--- config.mk ---
export PLATFORM = sky130hd
export DESIGN_NAME = multi_motor_pwm_ctrl
export DESIGN_NICKNAME = d
export VERILOG_FILES = /design/src/rtl/motor_ctrl_pkg.sv /design/src/rtl/motor_chan.sv /design/src/rtl/multi_motor_pwm_ctrl.sv
export SDC_FILE = /design/constraint.sdc
export NUM_CORES = 1
export LEC_CHECK = 0
export ABC_CLOCK_PERIOD_IN_PS = 2230
export CAP_MARGIN = 10
export CORE_MARGIN = 5
export CORE_UTILIZATION = 28
export CTS_BUF_LIST = sky130_fd_sc_hd__clkbuf_4
export DETAILED_ROUTE_END_ITERATION = 12
export GPL_TIMING_DRIVEN = 0
export PLACE_DENSITY = 0.56
export SLEW_MARGIN = 25
export SYNTH_ARGS = -nofsm -noshare
export SYNTH_HDL_FRONTEND = slang
export SYNTH_SLANG_ARGS = --single-unit
--- constraint.sdc ---
create_clock -name CLK -period 2.23 [get_ports CLK]
set_clock_uncertainty 0.1 [all_clocks]
set_input_delay 0.223 -clock CLK [delete_from_list [all_inputs] [get_ports CLK]]
set_output_delay 0.223 -clock CLK [all_outputs]
set_load 0.1 [all_outputs]
--- src/rtl/motor_ctrl_pkg.sv ---
// Shared types and width helpers for the multi-channel motor PWM block.
// No ports: channel state encoding, period length and counter width helpers.
package motor_ctrl_pkg;

  typedef enum logic [1:0] {
    RUN   = 2'd0,
    DEAD  = 2'd1,
    FAULT = 2'd2
  } chan_state_e;

  function automatic int period_ticks(input int dw);
    return (1 << dw) - 1;
  endfunction

  // Ticks per PWM period at the default 7-bit duty resolution.
  localparam int PERIOD_TICKS = period_ticks(7);

  // Bits needed to hold values 0..n-1, never less than one.
  function automatic int cnt_w(input int n);
    return (n < 2) ? 1 : $clog2(n);
  endfunction

endpackage

--- src/rtl/motor_chan.sv ---
// One motor channel: oc synchronizers, duty/dir sampling, RUN/DEAD/FAULT FSM.
// In: clk, rst_n, wrap, cnt, duty, dir, oc_set, oc_clr. Out: fwd, rev, fault.
module motor_chan
  import motor_ctrl_pkg::*;
#(
  parameter int DUTY_W     = 7,
  parameter int DEAD_PER   = 2,
  parameter int FAULT_HOLD = 4
) (
  input  logic              clk,
  input  logic              rst_n,
  input  logic              wrap,
  input  logic [DUTY_W-1:0] cnt,
  input  logic [DUTY_W-1:0] duty,
  input  logic              dir,
  input  logic              oc_set,
  input  logic              oc_clr,
  output logic              fwd,
  output logic              rev,
  output logic              fault
);

  localparam int DW = cnt_w(DEAD_PER);
  localparam int HW = cnt_w(FAULT_HOLD + 1);
  localparam logic [DW-1:0] D_LAST = DW'(DEAD_PER - 1);
  localparam logic [HW-1:0] H_MAX = HW'(FAULT_HOLD);

  chan_state_e state, state_n;
  logic [1:0] set_sync, clr_sync;
  logic [DUTY_W-1:0] duty_q;
  logic dir_q, dir_q_n, dir_req;
  logic [DW-1:0] dcnt, dcnt_n;
  logic [HW-1:0] hcnt, hcnt_n;
  logic oc_s, oc_c, samp_dir, pwm;

  assign oc_s = set_sync[1];
  assign oc_c = clr_sync[1];
  // wrap is the edge that starts a new period, so the
  // value sampled there is visible in the same decision.
  assign samp_dir = wrap ? dir : dir_req;
  assign pwm = cnt < duty_q;

  always_comb begin
    state_n = state;
    dir_q_n = dir_q;
    dcnt_n  = dcnt;
    hcnt_n  = hcnt;
    unique case (state)
      RUN: begin
        if (oc_s) begin
          state_n = FAULT;
          hcnt_n  = '0;
        end else if (samp_dir != dir_q) begin
          state_n = DEAD;
          dcnt_n  = '0;
        end
      end
      DEAD: begin
        if (oc_s) begin
          state_n = FAULT;
          hcnt_n  = '0;
        end else if (wrap) begin
          if (dcnt == D_LAST) begin
            state_n = RUN;
            dir_q_n = samp_dir;
            dcnt_n  = '0;
          end else begin
            dcnt_n = dcnt + 1'b1;
          end
        end
      end
      FAULT: begin
        if (oc_s) begin
          hcnt_n = '0;
        end else if (hcnt == H_MAX && oc_c) begin
          // Re-drive only after a full dead interval.
          state_n = DEAD;
          dcnt_n  = '0;
        end else if (wrap && hcnt != H_MAX) begin
          hcnt_n = hcnt + 1'b1;
        end
      end
      default: state_n = RUN;
    endcase
  end

  always_ff @(posedge clk or negedge rst_n) begin
    if (!rst_n) begin
      set_sync <= '0;
      clr_sync <= '0;
      state    <= RUN;
      dir_q    <= 1'b0;
      dir_req  <= 1'b0;
      duty_q   <= '0;
      dcnt     <= '0;
      hcnt     <= '0;
      fwd      <= 1'b0;
      rev      <= 1'b0;
      fault    <= 1'b0;
    end else begin
      set_sync <= {set_sync[0], oc_set};
      clr_sync <= {clr_sync[0], oc_clr};
      state    <= state_n;
      dir_q    <= dir_q_n;
      dcnt     <= dcnt_n;
      hcnt     <= hcnt_n;
      if (wrap) begin
        duty_q  <= duty;
        dir_req <= dir;
      end
      fwd   <= (state == RUN) && !dir_q && pwm;
      rev   <= (state == RUN) && dir_q && pwm;
      fault <= (state == FAULT);
    end
  end

endmodule

--- src/rtl/multi_motor_pwm_ctrl.sv ---
// Shared PWM timebase (prescaler, cnt, period_start) driving N motor channels.
// In: CLK, RESET_N, duty, dir, oc_set, oc_clr. Out: motor_fwd/rev, fault, period_start.
module multi_motor_pwm_ctrl
  import motor_ctrl_pkg::*;
#(
  parameter int N_CH       = 2,
  parameter int DUTY_W     = 7,
  parameter int PRESCALE   = 100,
  parameter int DEAD_PER   = 2,
  parameter int FAULT_HOLD = 4
) (
  input  logic                   CLK,
  input  logic                   RESET_N,
  input  logic [N_CH*DUTY_W-1:0] duty,
  input  logic [N_CH-1:0]        dir,
  input  logic [N_CH-1:0]        oc_set,
  input  logic [N_CH-1:0]        oc_clr,
  output logic [N_CH-1:0]        motor_fwd,
  output logic [N_CH-1:0]        motor_rev,
  output logic [N_CH-1:0]        fault,
  output logic                   period_start
);

  localparam int PW = cnt_w(PRESCALE);
  localparam logic [PW-1:0] P_MAX = PW'(PRESCALE - 1);
  localparam logic [DUTY_W-1:0] C_MAX =
    DUTY_W'(period_ticks(DUTY_W) - 1);

  logic [PW-1:0] psc;
  logic [DUTY_W-1:0] cnt;
  logic tick, wrap;

  assign tick = (psc == P_MAX);
  assign wrap = tick && (cnt == C_MAX);

  always_ff @(posedge CLK or negedge RESET_N) begin
    if (!RESET_N) begin
      psc          <= '0;
      cnt          <= '0;
      period_start <= 1'b0;
    end else begin
      psc <= tick ? '0 : psc + 1'b1;
      if (tick) cnt <= (cnt == C_MAX) ? '0 : cnt + 1'b1;
      period_start <= wrap;
    end
  end

  for (genvar i = 0; i < N_CH; i++) begin : g_ch
    motor_chan #(
      .DUTY_W    (DUTY_W),
      .DEAD_PER  (DEAD_PER),
      .FAULT_HOLD(FAULT_HOLD)
    ) u_chan (
      .clk   (CLK),
      .rst_n (RESET_N),
      .wrap  (wrap),
      .cnt   (cnt),
      .duty  (duty[i*DUTY_W +: DUTY_W]),
      .dir   (dir[i]),
      .oc_set(oc_set[i]),
      .oc_clr(oc_clr[i]),
      .fwd   (motor_fwd[i]),
      .rev   (motor_rev[i]),
      .fault (fault[i])
    );
  end

endmodule

# After elaboration in Yosys (flattened, before gate mapping)
# Cells that the tools add are included.
# Widths: inputs -> output; s select.
word_totals:
  out_inout_bits: 7
  mem_bits_ro: 0
  ramBits: 0
  input_bits: 22
  n_memories: 0
  ff_bits: 59
  latchBits: 0
op_classes:
  n_reduce_logical: 31
  eq_ne: 36
  mux: 46
  addsub: 6
  multipliers: 0
  order_cmp: 2
  bitwise_logic: 2
  div: 0
  n_shift: 0
op_table:
  columns: ["op", "count"]
  rows:
  - ["$mux 2", 14]
  - ["$mux 3", 8]
  - ["$ne 3x1->1 const B", 7]
  - ["$mux 1", 16]
  - ["$reduce_and 4->1", 4]
  - ["$add 7x1->7 const B", 2]
  - ["$eq 7x7->1 const B", 2]
  - ["$lt 7x7->1", 2]
  - ["$mux 7", 2]
  - ["$ne 2x1->1 const B", 7]
  - ["$ne 2x2->1 const B", 7]
  - ["$reduce_and 7->1", 2]
  - ["$logic_and 1x1->1", 13]
  - ["$pmux 2 s3", 2]
  - ["$pmux 3 s2", 2]
  - ["$reduce_and 5->1", 2]
  - ["$ne 3x2->1 const B", 3]
  - ["$add 3x1->3 const B", 2]
  - ["$eq 3x3->1 const B", 2]
  - ["$ne 3x3->1 const B", 2]
  - ["$pmux 1 s3", 2]
  - ["$reduce_bool 3->1", 2]
  - ["$eq 2x1->1 const B", 2]
  - ["$eq 2x2->1 const B", 2]
  - ["other kinds (7)", 14]

# Depth between registers and ports, before layout
logic_depth:
  word_depth: 7
  ltp_mapped: 9

# By module
# From an unflattened synthesis, not the netlist that was laid out.
hier_totals:
  hier_cells: 274
  hier_area_um2: 2855.2
by_module_without_submodules:
  columns: ["mod", "cells_each", "n_inst", "area_per_inst_um2"]
  rows:
  - ["motor_chan", 100, 2, 1052.3]
  - ["multi_motor_pwm_ctrl", 74, 1, 750.7]

# Worst setup path after synthesis
# OpenSTA, ideal clock, no wires.
synth_timing:
  path_type: "reg2reg"
  startpoint: "register psc[3]"
  endpoint: "register g_ch[1].u_chan.dir_q"
  t_arrival_ns: 1.657
  slack_ns: 0.348
  path_stages_with_launch: 7
  path_buffers: 1
  period_less_slack_ns: 1.882
  path_cell_list: "dfrtp_1 > nor4b_2 > nand3_1 > buf_4 > nor4_4 > nand2_1 > mux2_4"
synth_via:
  elab_chain_len: 3
  word_cells_on_any_way: 4
synth_lines:
  columns: ["element", "line_no", "text"]
  rows:
  - ["start, declared", "multi_motor_pwm_ctrl.sv:29", "logic [PW-1:0] psc;"]
  - ["start signal, assigned", "multi_motor_pwm_ctrl.sv:42", "psc <= tick ? '0 : psc + 1'b1;"]
  - ["$eq 7x7->1 (*)", "multi_motor_pwm_ctrl.sv:33", "assign tick = (psc == P_MAX);"]
  - ["$logic_and 1x1->1 (*)", "multi_motor_pwm_ctrl.sv:34", "assign wrap = tick && (cnt == C_MAX);"]
  - ["$reduce_and 4->1 (no line) or $mux 1 (tied branches)", null, null]
  - ["end signal, assigned", "motor_chan.sv:104", "dir_q <= dir_q_n;"]
  - ["end, declared", "motor_chan.sv:31", "logic dir_q, dir_q_n, dir_req;"]
# Mark *: on every way between the ends. The rest lies on a longest branch, timed or not.
# A chain may end at the register's enable or synchronous reset.

# Worst setup path in the final report
layout_timing:
  startpoint: "register cnt[2]"
  endpoint: "register g_ch[0].u_chan.hcnt[2]"
layout_via:
  elab_chain_len: 5
layout_lines:
  columns: ["element", "line_no", "text"]
  rows:
  - ["start, declared", "multi_motor_pwm_ctrl.sv:30", "logic [DUTY_W-1:0] cnt;"]
  - ["start signal, assigned", "multi_motor_pwm_ctrl.sv:43", "if (tick) cnt <= (cnt == C_MAX) ? '0 : cnt + 1'b1;"]
  - ["$eq 7x7->1", "multi_motor_pwm_ctrl.sv:34", null]
  - ["$logic_and 1x1->1", "multi_motor_pwm_ctrl.sv:34", null]
  - ["$logic_and 1x1->1", "motor_chan.sv:79", "end else if (wrap && hcnt != H_MAX) begin"]
  - ["$ne 3x1->1 (no line)", null, null]
  - ["$reduce_and 4->1 (no line)", null, null]
  - ["end signal, assigned", "motor_chan.sv:106", "hcnt <= hcnt_n;"]
  - ["end, declared", "motor_chan.sv:33", "logic [HW-1:0] hcnt, hcnt_n;"]
# No other way between the ends.

==> flow_metrics.py <==
metrics = {
    "placed_design": {
        "gp_congestion": 0.783,
        "place_area_sq_mm": 0.00349,
        "dp_hpwl_um": 4510,
        "numPortBuffers": 28,
    },
    "synth": {
        "ys_ff_latch": 59,
        "synth_warnings": 0,
        "syn_nets": 349,
        "seq_area_frac_synth_pct": 48.9,
        "synthArstFlopShare_pct": 100,
        "synth_edf_count": 0,
        "synth_ff_type": "dfrtp_1",
        "postSynthAreaPerCell_sq_um": 9.80,
        "ys_types": 48,
        "synth_cells": 308,
        "netlist_area_sq_mm": 0.00302,
    },
    "grt": {
        "grt_antenna_before_repair": 0,
        "track_usage_pct": 10.6,
        "grt_pass1_wl_um": 10800,
        "grt_start_max_net_pins": 40,
        "grt_pass1_vias": 2232,
        "grt_overflow": 0,
    },
    "clock_network": {
        "clock_latency_ns": 0.40,
        "post_cts_buffers": 0,
        "cts_tree": "done",
        "cts_max_path_buffers": 2,
        "clk_pin_slew_ns": 0.11,
        "cts_inserted_buffers": 9,
        "root_buffer": "clkbuf_4",
        "cts.sink_count": 59,
        "htreeDepth": 3,
    },
    "critical_path": {
        "r2r_setup_slack_ns": 0.20,
        "cp-end-kind": "register",
        "path_class": "reg2reg",
        "r2r_cells": 8,
        "cp-start-kind": "register",
        "r2r-end": "g_ch[0].u_chan.hcnt[2]",
        "crit_required_ns": 2.46,
        "crit_arrival_ns": 2.26,
        "slowest_stage": "dfrtp_2",
        "crit_fanout": 10,
        "regToRegStartpoint": "cnt[2]",
        "critPathMaxStageDelay_ns": 0.45,
        "crit_end": "g_ch[0].u_chan.hcnt[2]",
        "path_cells": "and3_1 > and4_1 > buf_2 > nand2_2 > inv_2 > clkbuf_4 > a31oi_1 > a21oi_1",
        "crit_start": "cnt[2]",
    },
    "die": {
        "fp.dieW_um": 114,
        "dieHeight_um": 114,
        "design.core.area_sq_mm": 0.0107,
        "die_area_sq_mm": 0.0130,
        "initial_core_util_pct": 28.2,
        "rows": 38,
        "ios": 29,
    },
    "power_and_ir_drop": {
        "cell_internal_pwr_mw": 1.57,
        "power.share.combinational_pct": 4.2,
        "p_switching_uw": 448,
        "swShare_pct": 22.2,
        "p_total_mw": 2.01,
        "p_leak_nw": 1.69,
        "power_frac_seq_pct": 53.9,
        "vdd_drop_max_v": 0.000282,
        "clock_power_share_pct": 42.0,
        "pwr_density_cell_mw_per_mm2": 550,
    },
    "sta": {
        "drv_slew": 0,
        "setup-violations-final": 0,
        "hold_violations": 0,
        "fin_crit_ns": 2.03,
        "worst_slew_pin_slew_ns": 0.966,
        "finalSetupTns_ns": 0,
        "hold_ws_ns": 0.135,
        "max-slew-margin-rel_pct": 35.5,
        "fin_crit_sh_pct": 91.2,
        "max_freq_ghz": 0.491,
    },
    "cells_and_area": {
        "layout_common_cells": "54 x dfrtp_1, 43 x nand2_1, 24 x o21ai_0",
        "multi_input_area_sq_mm": 0.00137,
        "nNetsFinal": 389,
        "diodes": 0,
        "mostFrequentLayoutCell": "dfrtp_1",
        "fin_util_pct": 34.2,
        "syn_to_final_growth_pct": 21.4,
        "drive_above_1_share_pct": 12.2,
        "postLayoutCellArea_sq_mm": 0.00366,
        "nFillCells": 1105,
        "regArea_sq_mm": 0.00148,
    },
    "flow_run": {
        "drv_cap": 0,
    },
    "routing": {
        "vias_per_cell": 4.69,
        "drt_iter0_markers": 141,
        "firstDrtPassIters": 4,
        "drc": 0,
        "num_vias": 2313,
        "wl_um": 6420,
        "ant_nets": 0,
        "wl_per_cell_um": 13.0,
    },
    "outcome": {
        "status": "finished clean",
    },
    "hold_path": {
        "hold_class": "in2async",
    },
}
==> through the flow <==
stage / std cells / worst slack, ns
after global placement: 476 / -1.12
after CTS: 494 / 0.00550
after detailed placement: 477 / 0.131
final: 493 / 0.195
after floorplan: 308 / 0.348
after global routing: 493 / -0.000415
==> power groups by stage <==
stage | clock [mW] | sequential (mW) | combinational, mW
2_1_floorplan | 0 | 1.10 | 0.0170
3_3_place_gp | 0 | 1.11 | 0.0790
3_5_place_dp | 0 | 1.11 | 0.0848
4_1_cts | 0.884 | 1.09 | 0.0864
5_1_grt | 0.931 | 1.09 | 0.0949
6_report | 0.845 | 1.08 | 0.0838
==> final cells by class <==
cell class	instances	area share, %
repair buffers	30	8.27
clock buffers	9	1.84
flip-flops and latches	59	40.5
inverters	20	2.05
multi-input cells	209	37.3
plain buffers	19	3.01
well taps	140	4.78
clock inverters	7	2.25
==> critical path, delay by kind of cell (launching register included) <==
family,cells,cell delay (ns)
simple gates,3,0.62
buf+inv,3,0.58
flops,1,0.45
compound gates,2,0.23
==> cell usage after synthesis, drive strengths merged (2+ instances only) <==
master | instances | area [sq um]
dfrtp | 59 | 1480
nand2 | 44 | 168
o21ai | 24 | 120
inv | 20 | 75.1
ha | 19 | 238
a21oi | 18 | 90.1
nor2 | 16 | 60.1
buf | 13 | 82.6
nand3 | 9 | 45.0
nor2b | 9 | 56.3
clkbuf | 7 | 26.3
a22o | 5 | 43.8
nand4 | 5 | 37.5
a21o | 4 | 30.0
a31oi | 4 | 25.0
and2 | 4 | 25.0
nand2b | 4 | 25.0
a32o | 3 | 30.0
and3 | 3 | 18.8
nor3 | 3 | 20.0
nor3b | 3 | 22.5
o22ai | 3 | 18.8
xnor2 | 3 | 26.3
xor2 | 3 | 26.3
a211oi | 2 | 20.0
a41oi | 2 | 17.5
mux2 | 2 | 26.3
mux2i | 2 | 20.0
nand3b | 2 | 15.0
o211ai | 2 | 15.0
==> flip-flops by register name, indices dropped and copies added, names as in the netlist <==
signal                flops
period_start              1
g_ch.u_chan.dir_q         2
g_ch.u_chan.dcnt          2
g_ch.u_chan.state         4
g_ch.u_chan.set_sync      4
g_ch.u_chan.duty_q       14
g_ch.u_chan.fwd           2
g_ch.u_chan.rev           2
g_ch.u_chan.clr_sync      4
g_ch.u_chan.dir_req       2
g_ch.u_chan.fault         2
psc                       7
cnt                       7
g_ch.u_chan.hcnt          6
==> worst min path at each step <==
| stage | start | end | slack [ns] | depth (start not counted) |
|---|---|---|---|---|
| 5_1_grt | oc_clr[1] | g_ch[1].u_chan.clr_sync[0] | 0.12 | 1 |
| 3_3_place_gp | g_ch[0].u_chan.set_sync[0] | g_ch[0].u_chan.set_sync[1] | 0.23 | 0 |
| 3_5_place_dp | RESET_N | period_start | 0.03 | 1 |
| 6_report | RESET_N | period_start | 0.13 | 2 |
| 2_1_floorplan | RESET_N | cnt[0] | -0.17 | 0 |
| 4_1_cts | RESET_N | period_start | 0.12 | 2 |
==> kinds of logic (layout without fill, tap and decap cells) <==
family	count (synthesis)	after routing	synth area share (%)
xor+xnor	6	6	1.74
compound gates	74	74	15.6
mux	4	4	1.53
buf+inv	40	85	6.09
fa+ha+maj	19	19	7.88
flops	59	59	48.9
simple gates	106	106	18.2
==> metal layers <==
layer	part of all wire, %	GRT usage [%]	routed length (um)
met2	47	16.5	2990
met5	0	0	0
met4	1.1	2.85	68
met1	48	13.8	3050
met3	4.7	3.98	301
==> what timing repair did <==
item	CTS	global route
endpoints found under the hold margin	59	0
hold buffers	1	0
endpoints found under the setup margin	6	9
gates resized for setup	6	9
Power figures use the tool's default switching activity.
